==> src/rtl/pipe_step_ctrl.sv <==
// pipe_step_ctrl: run / single-step / N-step / run-to-breakpoint controller for the
// 5-stage vector pipeline. Drives a synchronous clock enable rather than a gated clock.
//
// Ports:
//   clk, rst      system clock, asynchronous active-high reset
//   step_button   raw push-button (asynchronous, active-high)
//   mode          00 free run, 01 single step, 10 N-step, 11 run-to-breakpoint
//   step_count    burst length for N-step mode (0 behaves as 1)
//   pc_f          current fetch PC
//   bp_addr       breakpoint addresses, slot i at [i*PC_W +: PC_W]
//   bp_valid      per-slot breakpoint enable
//   clr_count     synchronous clear of cycle_count (wins over increment)
//   pipe_en       pipeline clock enable
//   halted        high while in HALT
//   bp_hit        sticky per-slot record of the last breakpoint stop
//   cycle_count   number of enabled cycles, wrapping
//   state_o       HALT=00, RUN=01, STEP=10, RUN_BP=11
module pipe_step_ctrl #(
  parameter int unsigned DEBOUNCE_CYCLES = 50000,
  parameter int unsigned PC_W            = 32,
  parameter int unsigned STEP_W          = 8,
  parameter int unsigned NUM_BP          = 2,
  parameter int unsigned CNT_W           = 16
) (
  input  logic                   clk,
  input  logic                   rst,
  input  logic                   step_button,
  input  logic [1:0]             mode,
  input  logic [STEP_W-1:0]      step_count,
  input  logic [PC_W-1:0]        pc_f,
  input  logic [NUM_BP*PC_W-1:0] bp_addr,
  input  logic [NUM_BP-1:0]      bp_valid,
  input  logic                   clr_count,
  output logic                   pipe_en,
  output logic                   halted,
  output logic [NUM_BP-1:0]      bp_hit,
  output logic [CNT_W-1:0]       cycle_count,
  output logic [1:0]             state_o
);

  localparam int unsigned DbW = $clog2(DEBOUNCE_CYCLES + 1);

  typedef enum logic [1:0] {
    StHalt  = 2'b00,
    StRun   = 2'b01,
    StStep  = 2'b10,
    StRunBp = 2'b11
  } state_e;

  state_e             state_q;
  logic               halted_q;
  logic [NUM_BP-1:0]  bp_hit_q;
  logic [CNT_W-1:0]   cycle_count_q;
  logic [STEP_W-1:0]  remaining_q;
  logic               skip_q;

  logic               sync1_q, sync2_q;
  logic               db_q, db_prev_q;
  logic [DbW-1:0]     db_cnt_q;

  logic               press;
  logic [NUM_BP-1:0]  bp_match;
  logic               hit_any;

  assign press = db_q & ~db_prev_q;

  always_comb begin
    bp_match = '0;
    for (int unsigned i = 0; i < NUM_BP; i++) begin
      bp_match[i] = bp_valid[i] && (pc_f == bp_addr[i*PC_W +: PC_W]);
    end
  end

  assign hit_any = |bp_match;

  // Gated by the live PC compare so the pipeline never advances past a breakpoint;
  // skip lets a resume from the breakpoint PC step off it.
  assign pipe_en = (state_q == StRun) || (state_q == StStep) ||
                   ((state_q == StRunBp) && (skip_q || !hit_any));

  assign halted      = halted_q;
  assign bp_hit      = bp_hit_q;
  assign cycle_count = cycle_count_q;
  assign state_o     = state_q;

  always_ff @(posedge clk or posedge rst) begin
    if (rst) begin
      sync1_q       <= 1'b0;
      sync2_q       <= 1'b0;
      db_q          <= 1'b0;
      db_prev_q     <= 1'b0;
      db_cnt_q      <= '0;
      state_q       <= StHalt;
      halted_q      <= 1'b1;
      bp_hit_q      <= '0;
      cycle_count_q <= '0;
      remaining_q   <= '0;
      skip_q        <= 1'b0;
    end else begin
      sync1_q   <= step_button;
      sync2_q   <= sync1_q;
      db_prev_q <= db_q;

      // Accept a new level only after it has been stable for DEBOUNCE_CYCLES cycles.
      if (sync2_q != db_q) begin
        if (db_cnt_q == DbW'(DEBOUNCE_CYCLES - 1)) begin
          db_q     <= sync2_q;
          db_cnt_q <= '0;
        end else begin
          db_cnt_q <= db_cnt_q + DbW'(1);
        end
      end else begin
        db_cnt_q <= '0;
      end

      if (clr_count) begin
        cycle_count_q <= '0;
      end else if (pipe_en) begin
        cycle_count_q <= cycle_count_q + CNT_W'(1);
      end

      unique case (state_q)
        StHalt: begin
          unique case (mode)
            2'b00: begin
              state_q  <= StRun;
              halted_q <= 1'b0;
            end
            2'b01: begin
              if (press) begin
                state_q     <= StStep;
                halted_q    <= 1'b0;
                remaining_q <= STEP_W'(1);
              end
            end
            2'b10: begin
              if (press) begin
                state_q     <= StStep;
                halted_q    <= 1'b0;
                remaining_q <= (step_count == '0) ? STEP_W'(1) : step_count;
              end
            end
            2'b11: begin
              if (press) begin
                state_q  <= StRunBp;
                halted_q <= 1'b0;
                skip_q   <= 1'b1;
                bp_hit_q <= '0;
              end
            end
          endcase
        end
        StRun: begin
          if (mode != 2'b00) begin
            state_q  <= StHalt;
            halted_q <= 1'b1;
          end
        end
        StStep: begin
          if (remaining_q == STEP_W'(1)) begin
            state_q     <= StHalt;
            halted_q    <= 1'b1;
            remaining_q <= '0;
          end else begin
            remaining_q <= remaining_q - STEP_W'(1);
          end
        end
        StRunBp: begin
          skip_q <= 1'b0;
          // A breakpoint hit takes priority over a pause request in the same cycle.
          if (!skip_q && hit_any) begin
            bp_hit_q <= bp_match;
            state_q  <= StHalt;
            halted_q <= 1'b1;
          end else if (press) begin
            state_q  <= StHalt;
            halted_q <= 1'b1;
          end
        end
      endcase
    end
  end

endmodule

==> config.mk <==
export PLATFORM = sky130hd
export DESIGN_NAME = pipe_step_ctrl
export DESIGN_NICKNAME = d
export VERILOG_FILES = /design/src/rtl/pipe_step_ctrl.sv
export SDC_FILE = /design/constraint.sdc
export NUM_CORES = 1
export LEC_CHECK = 0
export BUFFER_PORTS_ARGS = -buffer_cell sky130_fd_sc_hd__buf_2
export CORE_MARGIN = 2
export CORE_UTILIZATION = 40
export CTS_CLUSTER_DIAMETER = 50
export DETAILED_ROUTE_END_ITERATION = 8
export PLACE_DENSITY = 0.78
export SYNTH_ARGS = -nofsm -noshare
export SYNTH_HDL_FRONTEND = slang
export SYNTH_SLANG_ARGS = --single-unit
==> constraint.sdc <==
create_clock -name clk -period 3 [get_ports clk]
set_clock_uncertainty 0.15 [all_clocks]
set_input_delay 0.45 -clock clk [delete_from_list [all_inputs] [get_ports clk]]
set_output_delay 0.45 -clock clk [all_outputs]
set_load 0.01 [all_outputs]
== After elaboration in Yosys (flattened, before gate mapping) ==
Cells that the tools add are included.

* Input bits: 112
* Memories: 0
* Word-level logic and storage cells: 94
* ROM bits: 0
* Register bits: 50
* Bits in writable memories: 0
* Output and inout port bits: 22
* Bits in latches: 0

* Shift-type cells: 0
* Equal/unequal tests: 23
* Bitwise logic cells: 2
* Div/mod/pow operators: 0
* Reductions and logical operators: 25
* Order comparisons: 0
* Mux-type cells: 30
* Add/sub/neg operators: 3
* $mul: 0

{| class="wikitable"
|+ Operator list
! cell !! count
|-
| 32-bit equality test || 2
|-
| 16-bit 2-to-1 mux || 4
|-
| 16-bit by 1-bit adder with 16-bit output, second input constant || 2
|-
| 8-bit 2-to-1 mux || 4
|-
| 8-bit case mux with 2 select lines || 2
|-
| 16-bit equality test, second input constant || 1
|-
| 2-bit 2-to-1 mux || 8
|-
| 3-bit inequality test, second input constant || 5
|-
| 4-bit AND reduction || 3
|-
| 2-bit equality test, second input constant || 4
|-
| 8-bit by 1-bit equality test with 1-bit output, second input constant || 1
|-
| 8-bit logical NOT || 1
|-
| 2-bit by 1-bit inequality test with 1-bit output, second input constant || 4
|-
| 2-bit case mux with 4 select lines || 1
|-
| 2-bit nonzero test || 4
|-
| 8-bit by 1-bit subtractor with 8-bit output, second input constant || 1
|-
| 1-bit 2-to-1 mux || 6
|-
| 2-bit case mux with 3 select lines || 1
|-
| 5-bit AND reduction || 1
|-
| 2-bit by 1-bit equality test with 1-bit output, second input constant || 2
|-
| 1-bit logical AND || 4
|-
| 2-bit logical NOT || 2
|-
| 1-bit case mux with 2 select lines || 2
|-
| 1-bit case mux with 4 select lines || 1
|-
| 13 further kinds || 17
|}

== Logic depth before layout (Yosys ltp) ==
Gate-level depths: netlist of run 1.

* Word-level depth: 9
* Gate-level depth with buffers: 9
* Gate-level depth less buffers: 9

== Least setup slack after synthesis of run 1 ==
No wires, ideal clock.

* Kind: input to output
* Start: in bp_addr[4]
* End: out pipe_en
* Stages: 7
* Slack: 0.441 ns
* Path buffers: 1
* Data arrival time: 1.959 ns
* Required time: 2.400 ns
* Cells stage by stage: xor2_1 > or4_4 > nor4_4 > a41oi_2 > nand2_2 > buf_6 > inv_2

* Word-level cells in the longest chain between the ends: 7

{| class="wikitable"
|+ RTL lines
! item !! RTL line !! text
|-
| start: declaration || 31 || <nowiki>input logic [NUM_BP*PC_W-1:0] bp_addr,</nowiki>
|-
| 32-bit equality test || 70 || <nowiki>bp_match[i] = bp_valid[i] && (pc_f == bp_addr[i*PC_W +: PC_W]);</nowiki>
|-
| 1-bit logical AND || 70 ||
|-
| 2-bit OR reduction || 74 || <nowiki>assign hit_any = |bp_match;</nowiki>
|-
| 1-bit logical NOT || 79 || <nowiki>((state_q == StRunBp) && (skip_q || !hit_any));</nowiki>
|-
| 1-bit logical OR || 79 ||
|-
| 1-bit logical AND || 79 ||
|-
| 1-bit logical OR || 78 || <nowiki>assign pipe_en = (state_q == StRun) || (state_q == StStep) ||</nowiki>
|-
| end: declaration || 34 || <nowiki>output logic pipe_en,</nowiki>
|}

Every way passes these cells.

== Worst setup path after layout of run 1 ==
* Start: in pc_f[4]
* End: out pipe_en

* Word-level cells in the longest chain between the ends: 7
* Elaborated cells between the ends (all ways): 9
* Those cells by class: eq/ne (2); reduce/logical (7)

{| class="wikitable"
|+ RTL lines
! item !! RTL line !! text
|-
| start: declaration || 30 || <nowiki>input logic [PC_W-1:0] pc_f,</nowiki>
|-
| 32-bit equality test || 70 ||
|-
| 1-bit logical AND || 70 ||
|-
| 2-bit OR reduction (*) || 74 ||
|-
| 1-bit logical NOT (*) || 79 ||
|-
| 1-bit logical OR (*) || 79 ||
|-
| 1-bit logical AND (*) || 79 ||
|-
| 1-bit logical OR (*) || 78 ||
|}

Every way passes the cells marked *; elsewhere a longest branch is shown, timed or not.

==> impl_results.md, run 1 <==
- Final worst path period share: 90.4%
- Diode count: 0
- DP HPWL: 8.46 mm
- Max-slew violations: 0
- Avg WL per Cell: 15.4 µm
- Final Hold Vio Count: 0
- GRT overflow: 0
- Pwr Total: 2.31 mW
- Routed vias: 3,659
- CORE AREA: 9110 µm²
- Final Worst Setup Slack: 287 ps
- Core Util, Final: 50.9%
- Synth warn: 0
- Initial DRC count: 200
- CP max stage cell: or4_4
- Slew @ Worst Pin: 586 ps
- Clock Latency Late Sink: 310 ps
- CTS H-tree lvls: 2
- Resized Gates After CTS: 0
- Final Instance Area: 4630 µm²
- Peak VDD IR: 396 µV
- Commonest non-fill, non-tap cell in the layout: buf_2
- Critical path buffers and inverters: 3
- Post-route minimum period: 2710 ps
- Final Setup Violations: 0
- Most frequent cells in the layout: buf_2 (133), xnor2_1 (64), dfrtp_1 (49), nor2_1 (46), nand4_1 (30)
- Wire length of the first global-routing pass: 16.8 mm
- Max-cap violations: 0
- Non-Filler Instances: 671
- GRT Util Overall: 21.0%
- Final #Nets: 684
- Post-route ant nets: 0
- Crit path kind: input port to primary output
- Setup crit end: pipe_en
- Pleak: 2.06 nW
- Proportion of layout cells with a drive suffix above 1: 29.1%
- CP Depth: 8
- CTS buffer count: 5
- Crit path launch: pc_f[4]
- Critical Path, Cell by Cell: buf_2 > xor2_1 > or4_4 > nor4_4 > a41oi_2 > nand2_2 > inv_2 > buf_2
- Register area share after synthesis: 33.8%
- Placed Area: 4510 µm²
- Placed instance count: 662
- Post-Route WL: 10.3 mm
- Root buffer cell: clkbuf_8
- Syn Inst Count: 419
- Largest net degree at the start of global routing: 24
- R2R Setup Slk: 440 ps
- IO buf count: 133
- Most used cell, CP: buf_2
- CP peak stage delay: 550 ps
- Post-synthesis register bit count: 50
- Hold WS: 99.1 ps
- Std cell rows: 35
- GP Congestion: 0.991
- Worst path required time: 2400 ps
- Reg-to-Reg Start: remaining_q[3]$_DFFE_PP0P_
- Worst-case reg-to-reg path depth: 6
- Vias in the first global route: 3,544
- Synthesis-to-layout area growth: 25.2%
- Synthesized net count: 544
- Post-Syn Area: 3700 µm²
- Status: complete, no violations
- Clk pin slew, worst setup/hold paths: 100 ps
- Fraction of registers with async set/reset: 100%
- Die area: 10,000 µm²
- Fmax: 369 MHz
- Die W: 100 µm
- IO Pins: 134
- Unrepaired setup endpoints after global routing: no
- EDFF count, synth: 0
- Initial antenna violation count: 0
- Hold Buf Count CTS: 1
- Initial core utilization: 40.6%
- Power Dens Cells: 499 nW/µm²
- Slew headroom: 60.8%
- Synth cell types: 53
- Die Ht: 100 µm
- Post-CTS setup buffer count: 0
- Initial DRT Pass Iterations: 5
- Reg-to-reg endpoint: state_o[1]$_DFFE_PP0P_
- Setup slack at placement: 292 ps
- Setup TNS Final: 0 ps
- Clk buf depth: 2
- Maximum fanout along the worst path: 7
- CTS tree: done
- Critical path's top delay family: simple AND/OR/NAND/NOR gates
- Detailed-route DRC error count: 0
- Clock Sink Count: 50
- Startpoint class of the critical path: input port
- Min-Delay Path Class: input port to flop
- Crit path capture type: primary output
- Syn_area_per_cell: 8.83 µm²
- Via density: 5.45
- Critical Path AT: 2110 ps
- Synth Flop Type: dfrtp_1
==> where the power goes <==
group          total (mW)  switching (mW)  internal, mW
clock network       0.472           0.223         0.249
logic               0.996           0.588         0.408
registers           0.843          0.0921         0.751
==> synth_stat cells, types with 7 or more instances <==
master    number  area share (%)
a21oi_1       17             2.3
and3_1         7             1.2
dfrtp_1       49              33
ha_1          13             4.4
inv_1         20             2.0
nand2_1       19             1.9
nand2b_1       7             1.2
nand3_1       16             2.2
nand4_1       30             5.1
nor2_1        46             4.7
nor3_1        11             1.5
nor4_1        10             1.7
o21ai_0       22             3.0
xnor2_1       64              15
xor2_1        18             4.3
==> cell families after synthesis <==
group / share of synthesized area, %
xor gates and xnor gates: 19.4
adders and majority gates: 4.39
and+or+nand+nor: 26.0
DFF: 33.8
AOI/OAI and AO/OA: 12.8
buffers and inverters: 2.94
muxes: 0.575
==> per-layer routing <==
metal | GRT usage, % | vias to the layer above | part of all wire [%]
met5 | 0 | - | 0
met4 | 5.27 | 0 | 1.7
met3 | 4.67 | 27 | 6.6
met2 | 33.6 | 129 | 47
met1 | 28.9 | 1717 | 45
li1 | - | 1786 | -
==> sequential cells by signal (all words and copies together) (netlist names) <==
signal       count
bp_hit           2
state_o          2
cycle_count     16
remaining_q      8
sync1_q          1
skip_q           1
db_prev_q        1
db_q             1
db_cnt_q        16
halted           1
sync2_q          1
==> worst register-to-register path, delay by kind of cell (launching register included) <==
kind            cells  cell delay, ps
simple gates        3             980
flops               1             470
compound gates      3             860
==> worst min-delay path by stage <==
stage                     slack (ps)                end  cells past startpoint         startpoint
final                            100  sync1_q$_DFF_PP0_                      1        step_button
after global routing              90  sync1_q$_DFF_PP0_                      1        step_button
after CTS                         90  sync1_q$_DFF_PP0_                      1        step_button
after detailed placement         190  sync2_q$_DFF_PP0_                      0  sync1_q$_DFF_PP0_
after global placement           190  sync2_q$_DFF_PP0_                      0  sync1_q$_DFF_PP0_
after floorplan                  180  sync2_q$_DFF_PP0_                      0  sync1_q$_DFF_PP0_
==> layout make-up <==
type | instances | area (µm²)
well taps | 111 | 139
multi-input cells | 342 | 2340
clock buffers | 6 | 72.6
clock inverters | 2 | 37.5
inverters | 21 | 78.8
fillers | 882 | 4480
flip-flops and latches | 50 | 1250
repair buffers | 139 | 713
No activity file was read; power rests on OpenSTA's default activity.
==> inputs of run 2 (changes only) <==
Settings changed: CORE_ASPECT_RATIO set to 1.1.
==> run 2 against run 1 <==
- worst hold slack better by 20 ps
- die area about the same
- critical path type unchanged
- sequential share of layout area up 0.29 points
- clock-buffer cell count unchanged
- cell area down 1.1%
- via count down 1.6%
- maximum frequency down 0.47%
- utilization up 0.54 points
- cell count unchanged
- power down 4.6%
- critical endpoint unchanged
- critical path depth unchanged
- highest routed layer unchanged
==> impl_results.md, run 2 (synthesis results as in run 1) <==
- CP peak stage delay: 560 ps (about the same)
- GRT Util Overall: 21.4% (+0.41 points)
- CTS tree: done
- Min-Delay Path Class: input port to flop
- Most frequent cells in the layout: buf_2 (133), xnor2_1 (64), dfrtp_1 (49), nor2_1 (46), nand4_1 (30)
- Unrepaired setup endpoints after global routing: no
- Vias in the first global route: 3,611 (+1.9%)
- Slew @ Worst Pin: 1030 ps (+441 ps)
- Clock group share of total power: 16.8% (-3.6 points)
- Wire length of the first global-routing pass: 17.2 mm (+2.3%)
- Pint: 1.32 mW (-6.4%)
- Switching Share: 40.2% (+1.1 points)
- Multi-input gate area: 2340 µm² (unchanged)
- Placed instance count: 663 (+0.15%)
- Startpoint class of the critical path: input port
- DP HPWL: 8.76 mm (+3.5%)
- Via density: 5.37 (-1.6%)
- Die W: 95.7 µm (-4.5%)
- Clk pin slew, worst setup/hold paths: 80 ps (-20 ps)
- Avg WL per Cell: 15.7 µm (+2.1%)
- Largest net degree at the start of global routing: 51 (+110%)
- Final worst path period share: 90.9% (+0.42 points)
- Initial DRT Pass Iterations: 4 (-1)
- Initial DRC count: 137 (-32%)
- Status: complete, no violations
- Maximum fanout along the worst path: 7 (unchanged)
- Critical Path, Cell by Cell: buf_2 > xor2_1 > or4_4 > nor4_4 > a41oi_2 > nand2_2 > inv_2 > buf_2
- Std cell rows: 36 (+2.9%)
- Pwr Total: 2.21 mW (-4.6%)
- Crit path kind: input port to primary output
- IO Pins: 134 (unchanged)
- Power Dens Cells: 481 nW/µm² (-3.6%)
- Final #Nets: 681 (-0.44%)
- Post-route ant nets: 0 (unchanged)
- Share of power burned in registers: 38.1% (+1.6 points)
- Synthesis-to-layout area growth: 23.9%
- Die Ht: 105 µm (+4.7%)
- Root buffer cell: clkbuf_8
- Most used cell, CP: buf_2
- Post-Route WL: 10.5 mm (+2.1%)
- Non-Filler Instances: 671 (unchanged)
- Commonest non-fill, non-tap cell in the layout: buf_2
- Fillers: 877 (-0.57%)
- Final Hold Vio Count: 0 (unchanged)
- Proportion of layout cells with a drive suffix above 1: 28.9% (-0.20 points)
- Post-CTS setup buffer count: 0 (unchanged)
- Fmax: 367 MHz (-0.47%)
- Slew headroom: 31.5% (-29 points)
- CTS H-tree lvls: 2 (unchanged)
- Post-route minimum period: 2730 ps (+12.7 ps)
- Die area: 10,000 µm² (about the same)
- Placed Area: 4500 µm² (-0.25%)
- Resized Gates After CTS: 0 (unchanged)
- Sw Pwr: 887 µW (-1.8%)
- GRT overflow: 0 (unchanged)
- Clock Sink Count: 50 (unchanged)
- Final Instance Area: 4580 µm² (-1.1%)
- GP Congestion: 0.968 (-2.3%)
- Clock Latency Late Sink: 290 ps (-20 ps)
- IO buf count: 133 (unchanged)
- Worst path required time: 2400 ps (about the same)
- Register area: 1250 µm² (unchanged)
- Setup TNS Final: 0 ps (unchanged)
- Crit path capture type: primary output
- CTS buffer count: 5 (unchanged)
- Detailed-route DRC error count: 0 (unchanged)
- Comb power frac: 45.2% (+2.1 points)
- Max-slew violations: 0 (unchanged)
- Initial antenna violation count: 0 (unchanged)
- Clk buf depth: 2 (unchanged)
- Final Setup Violations: 0 (unchanged)
- Hold Buf Count CTS: 0 (-1)
- Max-cap violations: 0 (unchanged)
- Critical Path AT: 2130 ps (+20 ps)
- Peak VDD IR: 339 µV (-15%)
- Diode count: 0 (unchanged)
- CORE AREA: 8920 µm² (-2.1%)
- Pleak: 2.04 nW (-0.98%)
- CP max stage cell: or4_4
- Routed vias: 3,600 (-1.6%)
- Initial core utilization: 41.5% (+0.87 points)
## run 2: cell types whose count changed in the layout (fill, tap and decap cells not counted)
| cell | before | now |
|---|---|---|
| clkinvlp_4 | 1 | 0 |
| clkinv_2 | 0 | 2 |
| bufinv_16 | 1 | 0 |
| dlygate4sd3_1 | 1 | 0 |
| buf_4 | 5 | 3 |
## run 2: layout make-up
type	count	share of cell area [%]
sequential	50	27.3
clock inverter	2	0.218
clock buffer	6	1.58
inverter	21	1.72
multi-input combinational	342	51.0
tap	114	3.11
timing repair buffer	136	15.0
## run 2: layer usage
layer	up-vias	track usage [%]	part of all wire, %
met4	0	5.00	1.6
li1	1782	-	-
met2	88	35.3	49
met1	1714	29.1	44
met5	-	0	0
met3	16	3.53	4.8
## run 2: critical path, delay by kind of cell
family                 cells  cell delay, ps
XOR/XNOR                   1             160
AO/OA/AOI/OAI              1             240
AND/OR/NAND/NOR            3             970
buffers and inverters      3             310
## run 2: through the flow
step	hold slack [ps]	utilization, %	setup slack [ps]
final	119	51.4	274
after global routing	103	51.4	168
after CTS	112	51.4	267
after detailed placement	218	50.5	271
after global placement	222	50.5	304
after floorplan	181	-	441
## run 2: power by group through the flow
stage | clock network, mW | registers (mW) | logic (mW)
finish | 0.370 | 0.840 | 0.996
global route | 0.411 | 0.852 | 1.11
CTS | 0.385 | 0.837 | 0.995
detailed placement | 0 | 0.851 | 0.990
global placement | 0 | 0.844 | 0.961
floorplan | 0 | 0.847 | 0.685
## run 2: final timing paths
| kind | endpoint | start | slack, ps | cells past startpoint |
|---|---|---|---|---|
| max in group asynchronous | cycle_count[9]$_DFFE_PP0P_ | rst | 1810 | 2 |
| hold reg to reg | sync2_q$_DFF_PP0_ | sync1_q$_DFF_PP0_ | 220 | 0 |
| setup reg to reg | state_o[1]$_DFFE_PP0P_ | remaining_q[3]$_DFFE_PP0P_ | 430 | 6 |
| setup / recovery | pipe_en | pc_f[4] | 270 | 8 |
| hold / removal | sync1_q$_DFF_PP0_ | step_button | 120 | 1 |
| min in group asynchronous | db_cnt_q[15]$_DFF_PP0_ | rst | 250 | 2 |
